[config.mk]
export PLATFORM = sky130hd
export DESIGN_NAME = id_ex_stage_flat
export DESIGN_NICKNAME = d
export VERILOG_FILES = /design/src/rtl/id_ex_stage_if.sv /design/src/rtl/id_ex_stage.sv /design/src/flat_wrapper.sv
export SDC_FILE = /design/constraint.sdc
export NUM_CORES = 1
export LEC_CHECK = 0
export ABC_AREA = 1
export BUFFER_PORTS_ARGS = -buffer_cell sky130_fd_sc_hd__buf_2
export CORE_AREA = 2 2 192 194
export CTS_BUF_LIST = sky130_fd_sc_hd__clkbuf_8
export DETAILED_ROUTE_END_ITERATION = 10
export DIE_AREA = 0 0 194 196
export GPL_TIMING_DRIVEN = 0
export PLACE_DENSITY = 0.64
export SLEW_MARGIN = 40
export SYNTH_ARGS = -nofsm -noshare
export SYNTH_HDL_FRONTEND = slang
export SYNTH_SLANG_ARGS = --single-unit
export TNS_END_PERCENT = 5
[constraint.sdc]
create_clock -name clk -period 4.6 [get_ports clk]
set_clock_uncertainty 0.2 [all_clocks]
set_input_delay 0.46 -clock clk [delete_from_list [all_inputs] [get_ports clk]]
set_output_delay 0.46 -clock clk [all_outputs]
set_load 0.02 [all_outputs]
[src/rtl/id_ex_stage_if.sv]
// ID/EX boundary bundle: decode-side fields, forwarding sources, stall controls and EX-side results.
// The stage itself is the slave; whoever drives the pipeline around it is the master.
interface id_ex_stage_if;
  logic        id_valid;
  logic [31:0] id_pc;
  logic [31:0] id_inst;
  logic [31:0] id_imm;
  logic [4:0]  id_rs1;
  logic [4:0]  id_rs2;
  logic [4:0]  id_rd;
  logic        id_use_rs1;
  logic        id_use_rs2;
  logic [31:0] id_rf_rd0;
  logic [31:0] id_rf_rd1;
  logic        id_rf_we;
  logic        id_mem_read;
  logic [15:0] id_ctrl;

  logic        mem_rf_we;
  logic [4:0]  mem_rd;
  logic [31:0] mem_wd;
  logic        wb_rf_we;
  logic [4:0]  wb_rd;
  logic [31:0] wb_wd;

  logic        hold;
  logic        flush;

  logic        ex_valid;
  logic [31:0] ex_pc;
  logic [31:0] ex_inst;
  logic [31:0] ex_imm;
  logic [4:0]  ex_rd;
  logic        ex_rf_we;
  logic        ex_mem_read;
  logic [15:0] ex_ctrl;
  logic [31:0] ex_op1;
  logic [31:0] ex_op2;
  logic        id_stall;
  logic [31:0] bubble_cnt;

  modport slave (
    input  id_valid, id_pc, id_inst, id_imm, id_rs1, id_rs2, id_rd,
           id_use_rs1, id_use_rs2, id_rf_rd0, id_rf_rd1, id_rf_we,
           id_mem_read, id_ctrl,
           mem_rf_we, mem_rd, mem_wd, wb_rf_we, wb_rd, wb_wd,
           hold, flush,
    output ex_valid, ex_pc, ex_inst, ex_imm, ex_rd, ex_rf_we, ex_mem_read,
           ex_ctrl, ex_op1, ex_op2, id_stall, bubble_cnt
  );

  modport master (
    output id_valid, id_pc, id_inst, id_imm, id_rs1, id_rs2, id_rd,
           id_use_rs1, id_use_rs2, id_rf_rd0, id_rf_rd1, id_rf_we,
           id_mem_read, id_ctrl,
           mem_rf_we, mem_rd, mem_wd, wb_rf_we, wb_rd, wb_wd,
           hold, flush,
    input  ex_valid, ex_pc, ex_inst, ex_imm, ex_rd, ex_rf_we, ex_mem_read,
           ex_ctrl, ex_op1, ex_op2, id_stall, bubble_cnt
  );
endinterface

[src/rtl/id_ex_stage.sv]
// ID->EX pipeline register with load-use bubble insertion and MEM/WB operand forwarding.
// One cycle ID->EX; hold freezes the stage, id_stall freezes PC and IF/ID upstream.
module id_ex_stage (
  input  logic         clk,
  input  logic         rst,
  id_ex_stage_if.slave stg
);

  logic        valid_q, valid_d;
  logic [31:0] pc_q, pc_d;
  logic [31:0] inst_q, inst_d;
  logic [31:0] imm_q, imm_d;
  logic [4:0]  rd_q, rd_d;
  logic        rf_we_q, rf_we_d;
  logic        mem_read_q, mem_read_d;
  logic [15:0] ctrl_q, ctrl_d;
  logic [4:0]  rs1_q, rs1_d;
  logic [4:0]  rs2_q, rs2_d;
  logic [31:0] op1_q, op1_d;
  logic [31:0] op2_q, op2_d;
  logic [31:0] bub_q, bub_d;

  logic load_use;

  assign load_use = valid_q & mem_read_q & (rd_q != 5'd0) & stg.id_valid &
                    ((stg.id_use_rs1 & (stg.id_rs1 == rd_q)) |
                     (stg.id_use_rs2 & (stg.id_rs2 == rd_q)));

  always_comb begin
    valid_d    = valid_q;
    pc_d       = pc_q;
    inst_d     = inst_q;
    imm_d      = imm_q;
    rd_d       = rd_q;
    rf_we_d    = rf_we_q;
    mem_read_d = mem_read_q;
    ctrl_d     = ctrl_q;
    rs1_d      = rs1_q;
    rs2_d      = rs2_q;
    op1_d      = op1_q;
    op2_d      = op2_q;
    bub_d      = bub_q;
    if (stg.flush) begin
      valid_d    = 1'b0;
      rf_we_d    = 1'b0;
      mem_read_d = 1'b0;
      ctrl_d     = 16'd0;
    end else if (stg.hold) begin
      // everything retained
    end else if (load_use) begin
      // bubble only kills side effects; data fields are meaningless while valid is low
      valid_d    = 1'b0;
      rf_we_d    = 1'b0;
      mem_read_d = 1'b0;
      ctrl_d     = 16'd0;
      bub_d      = (bub_q == 32'hFFFF_FFFF) ? bub_q : bub_q + 32'd1;
    end else begin
      valid_d    = stg.id_valid;
      pc_d       = stg.id_pc;
      inst_d     = stg.id_inst;
      imm_d      = stg.id_imm;
      rd_d       = stg.id_rd;
      rf_we_d    = stg.id_rf_we & stg.id_valid & (stg.id_rd != 5'd0);
      mem_read_d = stg.id_mem_read;
      ctrl_d     = stg.id_ctrl;
      rs1_d      = stg.id_rs1;
      rs2_d      = stg.id_rs2;
      op1_d      = stg.id_rf_rd0;
      op2_d      = stg.id_rf_rd1;
    end
  end

  always_ff @(posedge clk) begin
    if (rst) begin
      valid_q    <= 1'b0;
      pc_q       <= 32'd0;
      inst_q     <= 32'd0;
      imm_q      <= 32'd0;
      rd_q       <= 5'd0;
      rf_we_q    <= 1'b0;
      mem_read_q <= 1'b0;
      ctrl_q     <= 16'd0;
      rs1_q      <= 5'd0;
      rs2_q      <= 5'd0;
      op1_q      <= 32'd0;
      op2_q      <= 32'd0;
      bub_q      <= 32'd0;
    end else begin
      valid_q    <= valid_d;
      pc_q       <= pc_d;
      inst_q     <= inst_d;
      imm_q      <= imm_d;
      rd_q       <= rd_d;
      rf_we_q    <= rf_we_d;
      mem_read_q <= mem_read_d;
      ctrl_q     <= ctrl_d;
      rs1_q      <= rs1_d;
      rs2_q      <= rs2_d;
      op1_q      <= op1_d;
      op2_q      <= op2_d;
      bub_q      <= bub_d;
    end
  end

  // Forwarding is re-evaluated every cycle, so a held instruction still sees newer MEM/WB results.
  always_comb begin
    stg.ex_op1 = op1_q;
    if (stg.mem_rf_we && stg.mem_rd != 5'd0 && stg.mem_rd == rs1_q)
      stg.ex_op1 = stg.mem_wd;
    else if (stg.wb_rf_we && stg.wb_rd != 5'd0 && stg.wb_rd == rs1_q)
      stg.ex_op1 = stg.wb_wd;
  end

  always_comb begin
    stg.ex_op2 = op2_q;
    if (stg.mem_rf_we && stg.mem_rd != 5'd0 && stg.mem_rd == rs2_q)
      stg.ex_op2 = stg.mem_wd;
    else if (stg.wb_rf_we && stg.wb_rd != 5'd0 && stg.wb_rd == rs2_q)
      stg.ex_op2 = stg.wb_wd;
  end

  assign stg.id_stall    = (load_use & ~stg.flush) | stg.hold;
  assign stg.ex_valid    = valid_q;
  assign stg.ex_pc       = pc_q;
  assign stg.ex_inst     = inst_q;
  assign stg.ex_imm      = imm_q;
  assign stg.ex_rd       = rd_q;
  assign stg.ex_rf_we    = rf_we_q;
  assign stg.ex_mem_read = mem_read_q;
  assign stg.ex_ctrl     = ctrl_q;
  assign stg.bubble_cnt  = bub_q;

endmodule

[src/flat_wrapper.sv]
// flat-port wrapper written by rule: the top's interface ports become plain ports
module id_ex_stage_flat 
  (clk, rst, stg_id_valid, stg_id_pc, stg_id_inst, stg_id_imm, stg_id_rs1, stg_id_rs2, stg_id_rd, stg_id_use_rs1, stg_id_use_rs2, stg_id_rf_rd0, stg_id_rf_rd1, stg_id_rf_we, stg_id_mem_read, stg_id_ctrl, stg_mem_rf_we, stg_mem_rd, stg_mem_wd, stg_wb_rf_we, stg_wb_rd, stg_wb_wd, stg_hold, stg_flush, stg_ex_valid, stg_ex_pc, stg_ex_inst, stg_ex_imm, stg_ex_rd, stg_ex_rf_we, stg_ex_mem_read, stg_ex_ctrl, stg_ex_op1, stg_ex_op2, stg_id_stall, stg_bubble_cnt);
  id_ex_stage_if stg_i ();
  input  logic clk;
  input  logic rst;
  input wire logic [$bits(stg_i.id_valid)-1:0] stg_id_valid;
  input wire logic [$bits(stg_i.id_pc)-1:0] stg_id_pc;
  input wire logic [$bits(stg_i.id_inst)-1:0] stg_id_inst;
  input wire logic [$bits(stg_i.id_imm)-1:0] stg_id_imm;
  input wire logic [$bits(stg_i.id_rs1)-1:0] stg_id_rs1;
  input wire logic [$bits(stg_i.id_rs2)-1:0] stg_id_rs2;
  input wire logic [$bits(stg_i.id_rd)-1:0] stg_id_rd;
  input wire logic [$bits(stg_i.id_use_rs1)-1:0] stg_id_use_rs1;
  input wire logic [$bits(stg_i.id_use_rs2)-1:0] stg_id_use_rs2;
  input wire logic [$bits(stg_i.id_rf_rd0)-1:0] stg_id_rf_rd0;
  input wire logic [$bits(stg_i.id_rf_rd1)-1:0] stg_id_rf_rd1;
  input wire logic [$bits(stg_i.id_rf_we)-1:0] stg_id_rf_we;
  input wire logic [$bits(stg_i.id_mem_read)-1:0] stg_id_mem_read;
  input wire logic [$bits(stg_i.id_ctrl)-1:0] stg_id_ctrl;
  input wire logic [$bits(stg_i.mem_rf_we)-1:0] stg_mem_rf_we;
  input wire logic [$bits(stg_i.mem_rd)-1:0] stg_mem_rd;
  input wire logic [$bits(stg_i.mem_wd)-1:0] stg_mem_wd;
  input wire logic [$bits(stg_i.wb_rf_we)-1:0] stg_wb_rf_we;
  input wire logic [$bits(stg_i.wb_rd)-1:0] stg_wb_rd;
  input wire logic [$bits(stg_i.wb_wd)-1:0] stg_wb_wd;
  input wire logic [$bits(stg_i.hold)-1:0] stg_hold;
  input wire logic [$bits(stg_i.flush)-1:0] stg_flush;
  output wire logic [$bits(stg_i.ex_valid)-1:0] stg_ex_valid;
  output wire logic [$bits(stg_i.ex_pc)-1:0] stg_ex_pc;
  output wire logic [$bits(stg_i.ex_inst)-1:0] stg_ex_inst;
  output wire logic [$bits(stg_i.ex_imm)-1:0] stg_ex_imm;
  output wire logic [$bits(stg_i.ex_rd)-1:0] stg_ex_rd;
  output wire logic [$bits(stg_i.ex_rf_we)-1:0] stg_ex_rf_we;
  output wire logic [$bits(stg_i.ex_mem_read)-1:0] stg_ex_mem_read;
  output wire logic [$bits(stg_i.ex_ctrl)-1:0] stg_ex_ctrl;
  output wire logic [$bits(stg_i.ex_op1)-1:0] stg_ex_op1;
  output wire logic [$bits(stg_i.ex_op2)-1:0] stg_ex_op2;
  output wire logic [$bits(stg_i.id_stall)-1:0] stg_id_stall;
  output wire logic [$bits(stg_i.bubble_cnt)-1:0] stg_bubble_cnt;
  assign stg_i.id_valid = stg_id_valid;
  assign stg_i.id_pc = stg_id_pc;
  assign stg_i.id_inst = stg_id_inst;
  assign stg_i.id_imm = stg_id_imm;
  assign stg_i.id_rs1 = stg_id_rs1;
  assign stg_i.id_rs2 = stg_id_rs2;
  assign stg_i.id_rd = stg_id_rd;
  assign stg_i.id_use_rs1 = stg_id_use_rs1;
  assign stg_i.id_use_rs2 = stg_id_use_rs2;
  assign stg_i.id_rf_rd0 = stg_id_rf_rd0;
  assign stg_i.id_rf_rd1 = stg_id_rf_rd1;
  assign stg_i.id_rf_we = stg_id_rf_we;
  assign stg_i.id_mem_read = stg_id_mem_read;
  assign stg_i.id_ctrl = stg_id_ctrl;
  assign stg_i.mem_rf_we = stg_mem_rf_we;
  assign stg_i.mem_rd = stg_mem_rd;
  assign stg_i.mem_wd = stg_mem_wd;
  assign stg_i.wb_rf_we = stg_wb_rf_we;
  assign stg_i.wb_rd = stg_wb_rd;
  assign stg_i.wb_wd = stg_wb_wd;
  assign stg_i.hold = stg_hold;
  assign stg_i.flush = stg_flush;
  assign stg_ex_valid = stg_i.ex_valid;
  assign stg_ex_pc = stg_i.ex_pc;
  assign stg_ex_inst = stg_i.ex_inst;
  assign stg_ex_imm = stg_i.ex_imm;
  assign stg_ex_rd = stg_i.ex_rd;
  assign stg_ex_rf_we = stg_i.ex_rf_we;
  assign stg_ex_mem_read = stg_i.ex_mem_read;
  assign stg_ex_ctrl = stg_i.ex_ctrl;
  assign stg_ex_op1 = stg_i.ex_op1;
  assign stg_ex_op2 = stg_i.ex_op2;
  assign stg_id_stall = stg_i.id_stall;
  assign stg_bubble_cnt = stg_i.bubble_cnt;
  id_ex_stage u_core (.clk(clk), .rst(rst), .stg(stg_i));
endmodule
# Word-level counts from Yosys, hierarchy flattened
# Cells that the tools add are included.
word_totals:
  regBits: 226
op_classes:
  n_mux: 8
  addsub: 1
  n_reduce_logical: 13
  eq_ne: 7
  bitwise_logic: 15
ops:
  columns: ["op", "count"]
  rows:
  - ["32-bit two-way mux", 4]
  - ["32-bit by 1-bit adder with 32-bit output (second input constant)", 1]
  - ["32-bit == test (second input constant)", 1]
  - ["5-bit == test", 6]
  - ["5-bit nonzero test", 4]
  - ["16-bit two-way mux", 1]
  - ["1-bit bitwise AND", 9]
  - ["1-bit logical AND", 6]
  - ["1-bit NOT", 4]
  - ["4-bit AND reduction", 1]
  - ["1-bit two-way mux", 3]
  - ["3-bit AND reduction", 1]
  - ["1-bit bitwise OR", 2]
  - ["2-bit OR reduction", 1]

# Depth between registers and ports, before layout
depth:
  depth_word: 6
  mapped_depth: 12

# Worst setup path after synthesis
# Ideal clock, no wire load.
synth_path:
  kind: "input to output"
  from: "input stg_wb_rd[3]"
  to: "output stg_ex_op1[10]"
  slack_ps: 2120
  path_stages: 8
  arrival_ps: 1820
  required_ps: 3940
  cell_sequence: "nor2_1 > nand2_1 > o21ai_0 > nor3_1 > nand2_1 > clkbuf_1 > o21ai_0 > o21ai_0"
synth_via:
  elab_chain_len: 5
  word_cells_on_any_way: 6
synth_rtl:
  columns: ["item", "line", "source"]
  rows:
  - ["start: declaration", "flat_wrapper.sv:25", "input wire logic [$bits(stg_i.wb_rd)-1:0] stg_wb_rd;"]
  - ["5-bit nonzero test", "id_ex_stage.sv:110", "else if (stg.wb_rf_we && stg.wb_rd != 5'd0 && stg.wb_rd == rs1_q)"]
  - ["1-bit logical AND", "id_ex_stage.sv:110", null]
  - ["1-bit logical AND *", "id_ex_stage.sv:110", null]
  - ["32-bit two-way mux *", "id_ex_stage.sv:110", null]
  - ["32-bit two-way mux *", "id_ex_stage.sv:108", "if (stg.mem_rf_we && stg.mem_rd != 5'd0 && stg.mem_rd == rs1_q)"]
  - ["end: declaration", "flat_wrapper.sv:37", "output wire logic [$bits(stg_i.ex_op1)-1:0] stg_ex_op1;"]
# Every way passes the cells marked *; elsewhere a longest branch is shown, timed or not.

# Worst setup path after layout
layout_path:
  from: "register u_core.rs2_q[1]"
  to: "output stg_ex_op2[23]"
layout_via:
  elab_chain_len: 4
  word_cells_on_any_way: 6
layout_rtl:
  columns: ["item", "line", "source"]
  rows:
  - ["start: declaration", "id_ex_stage.sv:18", "logic [4:0] rs2_q, rs2_d;"]
  - ["start signal: assignment", "id_ex_stage.sv:98", "rs2_q <= rs2_d;"]
  - ["5-bit == test", "id_ex_stage.sv:118", "else if (stg.wb_rf_we && stg.wb_rd != 5'd0 && stg.wb_rd == rs2_q)"]
  - ["1-bit logical AND", "id_ex_stage.sv:118", null]
  - ["32-bit two-way mux", "id_ex_stage.sv:118", null]
  - ["32-bit two-way mux *", "id_ex_stage.sv:116", "if (stg.mem_rf_we && stg.mem_rd != 5'd0 && stg.mem_rd == rs2_q)"]
  - ["end: declaration", "flat_wrapper.sv:38", "output wire logic [$bits(stg_i.ex_op2)-1:0] stg_ex_op2;"]
# Marked as above.

==> reports/metrics.yaml <==
sta:
  max_freq_mhz: 284
  setup_tns_ps: 0
  period_minus_slack_ps: 3520
  holdWs_ps: 38.7
  slew_headroom_pct: 45.3
  finalSetupViolations: 0
  worst_pin_slew_ps: 820
  slew_violations: 0
  rsz0062_at_grt: "false"
  hold_viol_final: 0
  fin_crit_sh_pct: 76.4
clock_tree:
  cts_root_buf: "clkbuf_8"
  tritoncts: "yes"
  cts.sink_count: 226
  insertion_delay_ps: 560
  cts_resized: 0
  ctsLongestPathBuffers: 3
  clk_pin_slew_worst_paths_ps: 60
  h-tree-depth: 2
  numCtsBuffers: 42
pwr:
  p_clk_share_pct: 41.1
  power.density_nw_per_um2: 296
  sw_frac_of_total_pct: 28.7
  power_frac_comb_pct: 17.2
  internal_power_uw: 3560
  max-vdd-ir-drop_mv: 0.261
  p_switching_uw: 1430
  pwr-share-seq_pct: 41.7
  power.total_uw: 4990
  leakage_uw: 0.00774
setup_path:
  reg2reg_from: "u_core.stg.ex_rd[4]$_SDFFE_PP0P_"
  crit_path_start: "u_core.rs2_q[1]$_SDFFE_PP0P_"
  cp-end-kind: "primary output"
  r2r_cells: 10
  cpPeakStageDelay_ps: 440
  critPathTopFamily: "simple AND/OR/NAND/NOR gates"
  critical_path.cell_chain: "xnor2_1, nand2_1, nor3_1, nand2_1, clkbuf_1, o21ai_0, o21ai_0, buf_2"
  crit_path_start_kind: "flip-flop"
  rr_endpoint: "u_core.stg.ex_imm[24]$_SDFFE_PP0P_"
  arrival_ps: 2860
  cp.depth: 8
  worst-path-buf-inv: 2
  cp_max_fo: 10
  crit_end: "stg_ex_op2[23]"
  required_ps: 3940
  r2r_setup_slack_ps: 2230
  critPathSlowestCell: "o21ai_0"
  crit_type: "flip-flop to primary output"
grt:
  grt_pass1_vias: 13900
  grt_usage_pct: 25.7
  antenna_found_initial: 6
  top_usage_layer: "met2"
  met1_usage_pct: 28.8
  grt_pass1_wl_mm: 76.8
  grt_max_degree: 11
  grt_use_met3_pct: 5.52
  grt_remaining_overflow: 0
  grtUsageMet2_pct: 46.9
synth:
  ys_ff_latch: 226
  syn_avg_cell_area_um2: 6.65
  yosys.area_share.simple_pct: 29.3
  synth_area_um2: 11000
  yosysSeqAreaShare_pct: 41.0
  synth_compound_area_share_pct: 17.7
  synth_xor_area_share_pct: 2.94
  ys_warn_count: 0
  synth-adder-area-share_pct: 0.113
  synthMuxAreaShare_pct: 0
  syn_nets: 1936
  synth_cells: 1659
  synth_cell_type_count: 31
  synth_top_family_by_area: "simple AND/OR/NAND/NOR gates"
cells_and_area:
  final_cell_mix: "buf_2, nand2_1, a21oi_1, dfxtp_1, nand3_1"
  final_cells: 2886
  final_common_cell: "buf_2"
  drive_above_1_share_pct: 25.7
  finalNetCount: 2656
  finalInstanceArea_um2: 16800
  area.growth.synth_to_final_pct: 52.6
die:
  core.rowCount: 70
  core_area_um2: 36100
  die_x_um: 194
  fp.dieH_um: 196
  start_util_pct: 30.6
  boundaryPins: 493
  dieArea_um2: 38000
drt:
  drt_wl_total_mm: 51.2
  drc: 0
  wire_per_inst_um: 17.7
  vias: 14000
  drtIter0Drc: 824
  firstDrtPassIters: 5
  ant_nets: 0
  via_per_inst: 4.86
status:
  status: "complete, no violations"
worst_hold_path:
  hp-class: "primary input to flip-flop"
placed_design:
  place_inst: 2618
  post-dp-hpwl_mm: 38.2
  portBuffers: 491
  routabilityCongestion: 0.972
  postPlaceCellArea_um2: 14100
run:
  drv_cap: 0
==> sequential cells by signal, summed over array words and instances (netlist names) <==
signal                  count
u_core.stg.bubble_cnt      32
u_core.stg.ex_ctrl         16
u_core.rs2_q                5
u_core.stg.ex_mem_read      1
u_core.stg.ex_inst         32
u_core.op1_q               32
u_core.stg.ex_pc           32
u_core.rs1_q                5
u_core.stg.ex_rf_we         1
u_core.stg.ex_imm          32
u_core.stg.ex_valid         1
u_core.op2_q               32
u_core.stg.ex_rd            5
==> cell families (layout without fill, tap and decap cells) <==
kind of cell,count (synthesis),in the layout
AO/OA/AOI/OAI,390,390
XOR/XNOR,37,37
adder cells (fa/ha/maj),1,1
buffers and inverters,230,983
flip-flops,226,226
other,0,6
AND/OR/NAND/NOR,775,775
==> layer usage <==
layer / up-vias / part of all wire, %
met2: 584 / 51
li1: 6878 / -
met1: 6450 / 39
met5: - / 0.020
met3: 123 / 6.5
met4: 2 / 3.9
==> final cells by class <==
cell class / instances / area, µm²
sequential: 226 / 4520
tap: 468 / 586
clock inverter: 20 / 111
buffer: 119 / 566
multi-input combinational: 1203 / 5530
inverter: 111 / 417
clock buffer: 57 / 785
fill: 3657 / 19200
antenna: 6 / 15.0
timing repair buffer: 676 / 4310
==> synth_stat cells <==
cell	number	area, µm²
nor3_1	19	95.1
nand3_2	2	20.0
a21oi_1	226	1130
clkbuf_2	3	15.0
clkbuf_4	3	22.5
o21ai_1	6	30.0
clkbuf_1	59	221
nor2_1	51	191
xnor2_1	5	43.8
inv_1	105	394
dfxtp_1	226	4520
buf_2	29	145
nand2_1	496	1860
xor2_1	32	280
nand4_1	1	6.26
nand3_1	191	956
inv_2	3	11.3
buf_4	16	120
nor2_2	3	18.8
or2_2	1	6.26
clkinv_1	3	11.3
o21ai_0	157	786
buf_1	8	30.0
nand2_2	2	12.5
a21oi_2	1	8.76
and3_1	2	12.5
nand3b_1	4	30.0
buf_6	1	11.3
ha_1	1	12.5
nor4_1	2	12.5
nand2_4	1	11.3
==> through the flow <==
step                worst slack, ps  utilization, %
finish                         1080            46.7
global route                    908            46.7
detailed placement             1310            39.0
CTS                            1140            46.6
floorplan                      2120               -
global placement               1370            39.0
==> worst reg2reg max path, stage by stage, from the launching register on <==
cell     delay, ps
dfxtp_1        510
nand2_1         90
nand2_1         80
nor2_1          50
nand3_1         70
nand2_2         90
a21oi_2        300
buf_4          290
buf_2          290
nand3_1        180
a21oi_1        150
==> how the worst min path moves through the flow <==
stage,start,end,cells past startpoint
after floorplan,u_core.op1_q[31]$_SDFFE_PP0P_,u_core.op1_q[31]$_SDFFE_PP0P_,2
after global placement,u_core.stg.ex_imm[9]$_SDFFE_PP0P_,u_core.stg.ex_imm[9]$_SDFFE_PP0P_,2
after detailed placement,u_core.stg.ex_inst[13]$_SDFFE_PP0P_,u_core.stg.ex_inst[13]$_SDFFE_PP0P_,2
after CTS,stg_id_rs2[4],u_core.rs2_q[4]$_SDFFE_PP0P_,3
after global routing,stg_id_rs1[4],u_core.rs1_q[4]$_SDFFE_PP0P_,3
final,stg_id_rs1[4],u_core.rs1_q[4]$_SDFFE_PP0P_,3
==> power by group through the flow <==
stage / Sequential, µW / Clock, µW / Combinational (µW)
after floorplan: 2170 / 0 / 328
after global placement: 2120 / 0 / 718
after detailed placement: 2120 / 0 / 724
after CTS: 2080 / 2100 / 852
after global routing: 2090 / 2190 / 930
final: 2080 / 2050 / 859
==> what timing repair did <==
action                                 CTS  global route
hold buffers                           184             1
buffers inserted                         0             0
endpoints found under the hold margin  184             1
Note: power is estimated with default switching activity, not from simulation.
